[src/rtl/mult_arbiter_pkg.sv]
// Shared types for the multiplier arbiter: FSM states, multiplier mode encoding
// and a small index helper used by round-robin logic.
package mult_arbiter_pkg;

   typedef enum logic [1:0] {
      IDLE  = 2'd0,
      ISSUE = 2'd1,
      WAIT  = 2'd2,
      RESP  = 2'd3
   } arb_state_t;

   typedef enum logic [1:0] {
      MODE_UNSIGNED        = 2'b00,
      MODE_SIGNED_UNSIGNED = 2'b01,
      MODE_SIGNED          = 2'b10,
      MODE_UNSIGNED_SIGNED = 2'b11
   } mult_mode_t;

   // Increment an index and wrap it back to zero at n.
   function automatic int wrap_inc(input int idx, input int n);
      return (idx + 1 >= n) ? 0 : idx + 1;
   endfunction

endpackage

[src/rtl/mult_arbiter_rr_pick.sv]
// Combinational round-robin priority encoder: searches upward from the
// pointer, wrapping, and returns a one-hot grant plus its index.
module rr_pick
   import mult_arbiter_pkg::*;
#(
   parameter int NUM_REQ = 2,
   parameter int PW      = (NUM_REQ > 1) ? $clog2(NUM_REQ) : 1
) (
   input  logic [NUM_REQ-1:0] i_req,
   input  logic [PW-1:0]      i_ptr,
   output logic [NUM_REQ-1:0] o_grant,
   output logic [PW-1:0]      o_idx,
   output logic               o_valid
);

   logic [PW-1:0] w_cand;

   always_comb begin
      o_grant = '0;
      o_idx   = '0;
      o_valid = 1'b0;
      w_cand  = '0;
      for (int i = 0; i < NUM_REQ; i++) begin
         w_cand = PW'((int'(i_ptr) + i) % NUM_REQ);
         if (!o_valid && i_req[w_cand]) begin
            o_grant[w_cand] = 1'b1;
            o_idx           = w_cand;
            o_valid         = 1'b1;
         end
      end
   end

endmodule

[src/rtl/mult_arbiter.sv]
// Round-robin arbiter sharing one iterative multiplier between NUM_REQ requesters.
// Optional watchdog on the multiplier handshake: define MULT_ARB_TIMEOUT_EN.
module mult_arbiter
   import mult_arbiter_pkg::*;
#(
   parameter int WIDTH          = 8,
   parameter int NUM_REQ        = 2,
   parameter int TIMEOUT_CYCLES = 128
) (
   input  logic                            clk,
   input  logic                            reset,
   input  logic [NUM_REQ-1:0]              req,
   input  logic [NUM_REQ-1:0][1:0]         req_mode,
   input  logic [NUM_REQ-1:0][WIDTH-1:0]   req_multiplicand,
   input  logic [NUM_REQ-1:0][WIDTH-1:0]   req_multiplier,
   output logic [NUM_REQ-1:0]              ack,
   output logic [NUM_REQ-1:0]              resp_valid,
   output logic [WIDTH-1:0]                resp_result,
`ifdef MULT_ARB_TIMEOUT_EN
   output logic                            resp_err,
`endif
   output logic                            busy,
   output logic                            mul_start,
   output logic [1:0]                      mul_mode,
   output logic [WIDTH-1:0]                mul_multiplicand,
   output logic [WIDTH-1:0]                mul_multiplier,
   input  logic [WIDTH-1:0]                mul_result,
   input  logic                            mul_done
);

   localparam int PW = (NUM_REQ > 1) ? $clog2(NUM_REQ) : 1;

   if (NUM_REQ < 2 || NUM_REQ > 8 || TIMEOUT_CYCLES < 1) begin : g_bad_params
      $error("mult_arbiter: NUM_REQ must be 2..8 and TIMEOUT_CYCLES positive");
   end

   arb_state_t           r_state;
   arb_state_t           w_next_state;
   logic [NUM_REQ-1:0]   w_grant;
   logic [PW-1:0]        w_idx;
   logic                 w_pick_valid;
   logic                 w_timeout;

   logic [PW-1:0]        r_ptr;
   logic [PW-1:0]        r_idx;
   logic [NUM_REQ-1:0]   r_grant;
   logic [NUM_REQ-1:0]   r_ack;
   logic [NUM_REQ-1:0]   r_resp_valid;
   logic [WIDTH-1:0]     r_resp_result;
   logic                 r_busy;
   logic                 r_mul_start;
   mult_mode_t           r_mode;
   logic [WIDTH-1:0]     r_multiplicand;
   logic [WIDTH-1:0]     r_multiplier;

   rr_pick #(
      .NUM_REQ (NUM_REQ),
      .PW      (PW)
   ) u_rr_pick (
      .i_req   (req),
      .i_ptr   (r_ptr),
      .o_grant (w_grant),
      .o_idx   (w_idx),
      .o_valid (w_pick_valid)
   );

`ifdef MULT_ARB_TIMEOUT_EN
   localparam int CNT_W = ($clog2(TIMEOUT_CYCLES + 1) > 8) ? $clog2(TIMEOUT_CYCLES + 1) : 8;

   logic [CNT_W-1:0] r_wait_cnt;
   logic             r_err;

   // Fires on the WAIT cycle in which the count would reach TIMEOUT_CYCLES.
   assign w_timeout = (r_wait_cnt == CNT_W'(TIMEOUT_CYCLES - 1));

   always_ff @(posedge clk or negedge reset) begin
      if (!reset) begin
         r_wait_cnt <= '0;
      end else if (r_state == ISSUE) begin
         r_wait_cnt <= '0;
      end else if (r_state == WAIT) begin
         r_wait_cnt <= r_wait_cnt + 1'b1;
      end
   end

   assign resp_err = r_err;
`else
   assign w_timeout = 1'b0;
`endif

   always_ff @(posedge clk or negedge reset) begin
      if (!reset) begin
         r_state <= IDLE;
      end else begin
         r_state <= w_next_state;
      end
   end

   always_comb begin
      w_next_state = r_state;
      case (r_state)
         IDLE:    if (w_pick_valid) w_next_state = ISSUE;
         ISSUE:   w_next_state = WAIT;
         WAIT:    if (mul_done || w_timeout) w_next_state = RESP;
         RESP:    w_next_state = IDLE;
         default: w_next_state = IDLE;
      endcase
   end

   // Pulses default low each cycle; latched operands only change on a new grant.
   always_ff @(posedge clk or negedge reset) begin
      if (!reset) begin
         r_ptr          <= '0;
         r_idx          <= '0;
         r_grant        <= '0;
         r_ack          <= '0;
         r_resp_valid   <= '0;
         r_resp_result  <= '0;
         r_busy         <= 1'b0;
         r_mul_start    <= 1'b0;
         r_mode         <= MODE_UNSIGNED;
         r_multiplicand <= '0;
         r_multiplier   <= '0;
`ifdef MULT_ARB_TIMEOUT_EN
         r_err          <= 1'b0;
`endif
      end else begin
         r_ack        <= '0;
         r_resp_valid <= '0;
         r_mul_start  <= 1'b0;
         r_busy       <= (w_next_state != IDLE);
`ifdef MULT_ARB_TIMEOUT_EN
         r_err        <= 1'b0;
`endif
         case (r_state)
            IDLE: begin
               if (w_pick_valid) begin
                  r_grant        <= w_grant;
                  r_idx          <= w_idx;
                  r_mode         <= mult_mode_t'(req_mode[w_idx]);
                  r_multiplicand <= req_multiplicand[w_idx];
                  r_multiplier   <= req_multiplier[w_idx];
                  r_ack          <= w_grant;
                  r_mul_start    <= 1'b1;
               end
            end
            WAIT: begin
               if (mul_done) begin
                  r_resp_result <= mul_result;
                  r_resp_valid  <= r_grant;
               end else if (w_timeout) begin
                  r_resp_result <= '0;
                  r_resp_valid  <= r_grant;
`ifdef MULT_ARB_TIMEOUT_EN
                  r_err         <= 1'b1;
`endif
               end
            end
            RESP: begin
               r_ptr <= PW'(wrap_inc(int'(r_idx), NUM_REQ));
            end
            default: begin
            end
         endcase
      end
   end

   assign ack              = r_ack;
   assign resp_valid       = r_resp_valid;
   assign resp_result      = r_resp_result;
   assign busy             = r_busy;
   assign mul_start        = r_mul_start;
   assign mul_mode         = r_mode;
   assign mul_multiplicand = r_multiplicand;
   assign mul_multiplier   = r_multiplier;

endmodule

[config.mk]
export PLATFORM = sky130hd
export DESIGN_NAME = mult_arbiter
export DESIGN_NICKNAME = d
export VERILOG_FILES = /design/src/rtl/mult_arbiter_pkg.sv /design/src/rtl/mult_arbiter_rr_pick.sv /design/src/rtl/mult_arbiter.sv
export SDC_FILE = /design/constraint.sdc
export NUM_CORES = 1
export LEC_CHECK = 0
export BUFFER_PORTS_ARGS = -buffer_cell sky130_fd_sc_hd__buf_2
export CAP_MARGIN = 20
export CORE_MARGIN = 4
export CORE_UTILIZATION = 30
export CTS_BUF_LIST = sky130_fd_sc_hd__clkbuf_16
export DETAILED_ROUTE_END_ITERATION = 7
export GPL_TIMING_DRIVEN = 0
export PLACE_DENSITY = 0.67
export SLEW_MARGIN = 0
export SYNTH_ARGS = -nofsm -noshare
export SYNTH_HDL_FRONTEND = slang
export SYNTH_SLANG_ARGS = --single-unit
[constraint.sdc]
create_clock -name clk -period 3.19 [get_ports clk]
set_clock_uncertainty 0.15 [all_clocks]
set_input_delay 0.638 -clock clk [delete_from_list [all_inputs] [get_ports clk]]
set_output_delay 0.638 -clock clk [all_outputs]
set_load 0.01 [all_outputs]
# Word level (Yosys, flattened, before mapping)
# Index checks and enable logic that the tools add are counted.
[op_classes]
n_addsub = 2
magnitude_cmp = 6
eq_ne = 3
muxes = 30
bitwise_logic = 1
n_reduce_logical = 8
[ops]
columns = ["op", "count"]
rows = [
  ["two-way mux 8 bit", 4],
  ["two-way mux 2 bit", 10],
  ["two-way mux 1 bit", 13],
  ["case mux 2 bit (4 select lines)", 1],
  ["< comparator 1 x 2 -> 1 bit, second input constant", 3],
  ["equality test 2 bit, second input constant", 2],
  ["AND reduction 2 bit", 2],
  ["logical AND 1 bit", 3],
  ["adder 1 x 1 -> 2 bit, second input constant", 1],
  ["demux 1 bit (select 1 bit)", 2],
  ["equality test 2 x 1 -> 1 bit, second input constant", 1],
  [">= comparator 1 bit, second input constant", 2],
  [">= comparator 2 bit, second input constant", 1],
  ["zero test 2 bit", 1],
  ["OR 2 bit", 1],
  ["nonzero test 2 bit", 1],
  ["adder 1 bit, second input constant", 1],
  ["zero test 1 bit", 1],
]
[word_totals]
reg_bits = 38
input_bits = 49
out_inout_bits = 32
word_cells = 62

# Logic depth before layout (Yosys ltp)
[depth]
depth_word = 9
mapped_depth = 7
ltp_nobuf = 6

# By module
# From an unflattened synthesis, not the netlist that was laid out.
[hier_totals]
cells_unflattened = 134
area_unflattened_um2 = 1721.7
[modules_own_cells]
columns = ["mod", "instances", "cells_per_inst", "area_per_inst_um2", "seq_area_each_um2"]
rows = [
  ["mult_arbiter", 1, 129, 1689.1, 950.9],
  ["rr_pick", 1, 5, 32.5, 0.0],
]

# Worst setup path before layout
# No wires, ideal clock.
[synth_path]
kind = "input to register"
from = "in req[0]"
to = "reg r_mode[0] (netlist: mul_mode[0])"
setup_time_ns = 0.123
t_arrival_ns = 1.226
required_time_ns = 2.917
slack_ns = 1.690
stages = 5
n_path_buf = 1
cell_sequence = "o21ai_2 > inv_4 > buf_6 > nor2_1 > a21oi_1"
[synth_via]
elab_chain_cells = 8
word_cells_on_any_way = 13
classes_between = "10 x mux; 3 x reduce/logical"
[synth_lines]
columns = ["item", "line_no", "rtl"]
rows = [
  ["start, declared", "mult_arbiter.sv:12", "input logic [NUM_REQ-1:0] req,"],
  ["two-way mux 1 bit (implied by the code) (2 in series)", "mult_arbiter_rr_pick.sv:25", "if (!o_valid && i_req[w_cand]) begin"],
  ["two-way mux 1 bit", "mult_arbiter_rr_pick.sv:25", ""],
  ["zero test 1 bit", "mult_arbiter_rr_pick.sv:25", ""],
  ["logical AND 1 bit", "mult_arbiter_rr_pick.sv:25", ""],
  ["two-way mux 1 bit", "mult_arbiter_rr_pick.sv:25", ""],
  ["two-way mux 2 bit (implied by the code) (2 in series)", "mult_arbiter.sv:140", "r_mode <= mult_mode_t'(req_mode[w_idx]);"],
  ["end signal, assigned", "mult_arbiter.sv:140", ""],
  ["end, declared", "mult_arbiter.sv:52", "mult_mode_t r_mode;"],
]
# Parallel ways exist; a longest one is shown, timed or not. The select of a mux whose other input is x is not followed.
# A chain may end at the register's enable or synchronous reset.

# Worst setup path after layout
[layout_path]
from = "reg r_state[0]"
to = "reg r_resp_result[2] (netlist: resp_result[2])"
[layout_via]
elab_chain_cells = 2
[layout_lines]
columns = ["item", "line_no", "rtl"]
rows = [
  ["start, declared", "mult_arbiter.sv:37", "arb_state_t r_state;"],
  ["start signal, assigned", "mult_arbiter.sv:95", "r_state <= w_next_state;"],
  ["equality test 2 bit", "mult_arbiter.sv:135", "case (r_state)"],
  ["AND reduction 2 bit (no line)", "--", ""],
  ["end signal, assigned", "mult_arbiter.sv:149", "r_resp_result <= mul_result;"],
  ["end, declared", "mult_arbiter.sv:49", "logic [WIDTH-1:0] r_resp_result;"],
]
# Every way passes these cells.

==> results.toml <==
[outcome]
status = "finished, final reports clean"

[yosys]
yosys-mux-area-fraction = 0.0538
synth_compound_gate_area_share = 0.210
yosysWarnings = 0
syn-cell-area_um2 = 1670
post_synth.cell_area_avg_um2 = 10.9
synth_xor_xnor_area_share = 0
synth-seq-area-share = 0.568
synth.top_cell.area_share = 0.568
synthFlopType = "sky130_fd_sc_hd__dfrtp_1"
synth_edf_count = 0
yosys.area_share.simple = 0.0740
syn-instance-count = 153
synth_cell_types = 24
synth_top_family_by_area = "compound AO/OA/AOI/OAI gates"
post_synth_main_area_contributors = "sky130_fd_sc_hd__dfrtp_1 57%, sky130_fd_sc_hd__a31oi_1 6.7%, sky130_fd_sc_hd__a21oi_1 6.0%, sky130_fd_sc_hd__mux2_2 5.4%, sky130_fd_sc_hd__nor2_1 4.3%"
synth_top_area_cell = "sky130_fd_sc_hd__dfrtp_1"
synth_fp_nets = 206
share_of_synthesized_cell_area_in_full_adder_half_adder_and_majority_cells = 0.0299
synth_async_sr_flop_share = 1.00
ys_ff_latch = 38

[grt]
pin_count_of_the_biggest_net_entering_global_routing = 39
grt_pass1_vias = 1424
track_usage = 0.134
grt_overflow = 0
antenna_found_initial = 0
first_pass_grt_wire_length_mm = 6.79

[cells_and_area]
layout-drive-gt1-share = 0.450
areaGrowthSynthToFinish_pct = 38.6
nNetsFinal = 293
antenna-diode-count = 0

[sta]
timing_hold_violations_final = 0
setup_violations = 0
highest_attainable_clock_frequency_ghz = 0.614
report.final.slew_viol_count = 0
min_period_ns = 1.63
slew-limit-headroom = 0.447
finalCritPeriodShare = 0.510
worstMarginPinSlew_ns = 0.830
final_sum_of_negative_setup_slack_ns = 0
grt_setup_unrepaired = "no"

[worst_setup_path]
crit_type = "flip-flop to flip-flop"
startpoint_type = "flip-flop"
timing.critical_path.required_ns = 3.20
worst_r2r_path_depth = 4
critical_path.endpoint_type = "flip-flop"
critical_path_peak_fanout = 8
worst-endpoint-arrival_ns = 1.63

[power]
switching_portion_of_total_power = 0.342
leakage_nw = 1.14
clock_power_share = 0.235
pwr-share-comb = 0.402
worst_ir_drop_vdd_mv = 0.335
power.sequential.fraction = 0.363
design_power_mw = 2.27
p_per_area_nw_per_um2 = 977
power_switching_uw = 775
internal-power_mw = 1.49

[clock_network]
cts_repair_resize_count = 0
hold_buf_cts = 0
clock_tree.buffer_depth = 2
insertion_delay_ns = 0.27
numCtsBuffers = 5
path_clk_slew_ns = 0.05
tritoncts = "done"
cts_sinks = 38
clock-root-buffer = "sky130_fd_sc_hd__clkbuf_16"
postCtsSetupRepairBufs = 0
cts.htree.levels = 2

[detailed_routing]
avgViaCountPerCell = 4.92
final_wirelength_mm = 4.34
final_antenna_net_count = 0
drt_iter0_drc = 83
remaining_drc_errors = 0
routed_wire_length_per_instance_um = 14.0
drt-pass1-iter-count = 5
num_vias = 1526

[placed_design]
dp_hpwl_mm = 3.25
numPortBuffers = 80
finalWeightedCongestion = 0.703

[flow_run]
maxCapViolations = 0

[floorplan]
floorplan.initialDensity = 0.318
core_area_um2 = 5270
core.rowCount = 26
dieArea_um2 = 6840
design.portCount = 81
die_height_um = 82.7
chipWidth_um = 82.7

[hold_path]
worstHoldPathType = "input pin to asynchronous set/reset pin"
==> power groups by stage <==
| stage | registers [mW] | logic, mW | clock network [mW] |
|---|---|---|---|
| after global routing | 0.852 | 1.03 | 0.573 |
| final | 0.823 | 0.912 | 0.533 |
| after detailed placement | 0.831 | 0.924 | 0 |
| after floorplan | 0.919 | 0.479 | 0 |
| after global placement | 0.823 | 0.909 | 0 |
| after CTS | 0.824 | 0.929 | 0.548 |
==> cells in the mapped netlist (2+ instances only) <==
| master | number |
|---|---|
| sky130_fd_sc_hd__inv_1 | 2 |
| sky130_fd_sc_hd__a21oi_1 | 20 |
| sky130_fd_sc_hd__nor2_1 | 19 |
| sky130_fd_sc_hd__buf_4 | 2 |
| sky130_fd_sc_hd__a31oi_1 | 18 |
| sky130_fd_sc_hd__o21ai_1 | 11 |
| sky130_fd_sc_hd__nand2_1 | 2 |
| sky130_fd_sc_hd__dfrtp_1 | 38 |
| sky130_fd_sc_hd__mux2_2 | 8 |
| sky130_fd_sc_hd__buf_6 | 5 |
| sky130_fd_sc_hd__a21o_1 | 3 |
| sky130_fd_sc_hd__ha_1 | 4 |
| sky130_fd_sc_hd__o21ai_0 | 9 |
| sky130_fd_sc_hd__and3_1 | 2 |
==> cells in the final DEF, fill, tap and decap left out, types with 2 or more instances in the layout <==
cell	Yosys	final
sky130_fd_sc_hd__a21oi_1	20	20
sky130_fd_sc_hd__mux2_2	8	8
sky130_fd_sc_hd__buf_6	5	5
sky130_fd_sc_hd__ha_1	4	4
sky130_fd_sc_hd__and3_1	2	2
sky130_fd_sc_hd__a31oi_1	18	18
sky130_fd_sc_hd__o21ai_0	9	9
sky130_fd_sc_hd__dfrtp_1	38	38
sky130_fd_sc_hd__a21o_1	3	3
sky130_fd_sc_hd__nor2_1	19	19
sky130_fd_sc_hd__inv_1	2	2
sky130_fd_sc_hd__buf_4	2	2
sky130_fd_sc_hd__clkbuf_16	0	5
sky130_fd_sc_hd__buf_2	1	81
sky130_fd_sc_hd__o21ai_1	11	11
sky130_fd_sc_hd__nand2_1	2	2
==> per-layer routing <==
metal / GRT usage / up-vias / wire (um)
met5: 0 / - / 0
met4: 0.0507 / 0 / 51
met3: 0.0412 / 8 / 398
met2: 0.220 / 69 / 2040
met1: 0.165 / 727 / 1850
li1: - / 722 / -
==> kinds of logic (layout without fill, tap and decap cells) <==
group / after synthesis / in the layout
simple gates: 27 / 27
flops: 38 / 38
compound gates: 63 / 63
fa+ha+maj: 4 / 4
buf+inv: 13 / 100
mux: 8 / 8
==> worst max-delay path, cell delays in order (launching register included) <==
cell                      delay [ns]
sky130_fd_sc_hd__dfrtp_1        0.38
sky130_fd_sc_hd__inv_1          0.09
sky130_fd_sc_hd__ha_1           0.24
sky130_fd_sc_hd__nand2_1        0.27
sky130_fd_sc_hd__mux2_2         0.38
==> through the flow <==
| stage | setup WS (ns) | cell area (um^2) | utilization | std cells | hold WS (ns) |
|---|---|---|---|---|---|
| floorplan | 1.69 | 1670 | - | 153 | 0.192 |
| global placement | 1.45 | 2160 | 0.410 | 303 | 0.294 |
| detailed placement | 1.43 | 2160 | 0.410 | 303 | 0.293 |
| CTS | 1.54 | 2320 | 0.440 | 310 | 0.320 |
| global route | 1.46 | 2320 | 0.440 | 310 | 0.343 |
| finish | 1.56 | 2320 | 0.440 | 310 | 0.314 |
==> sequential cells by signal, indices dropped and copies added, names as in the netlist, 2 cells and up <==
| signal | cells |
|---|---|
| resp_valid | 2 |
| mul_multiplicand | 8 |
| mul_multiplier | 8 |
| resp_result | 8 |
| r_state | 2 |
| ack | 2 |
| mul_mode | 2 |
| r_grant | 2 |
==> area by class of cell <==
class / count / area (um^2)
tap: 70 / 87.6
fill: 522 / 2950
sequential: 38 / 951
multi-input combinational: 102 / 616
clock buffer: 5 / 125
inverter: 4 / 17.5
clock inverter: 2 / 33.8
timing repair buffer: 80 / 400
buffer: 9 / 90.1
==> worst paths after layout <==
check,end,slack [ns],start
worst max-delay path,resp_result[2],1.56,r_state[0]
worst min-delay path,mul_multiplicand[1],0.31,reset
worst max register to register,resp_result[2],1.56,r_state[0]
worst min register to register,r_ptr,0.31,r_idx
max in group asynchronous,mul_multiplicand[4],2.06,reset
min in group clk,r_ptr,0.31,r_idx
Power figures use the tool's default switching activity.
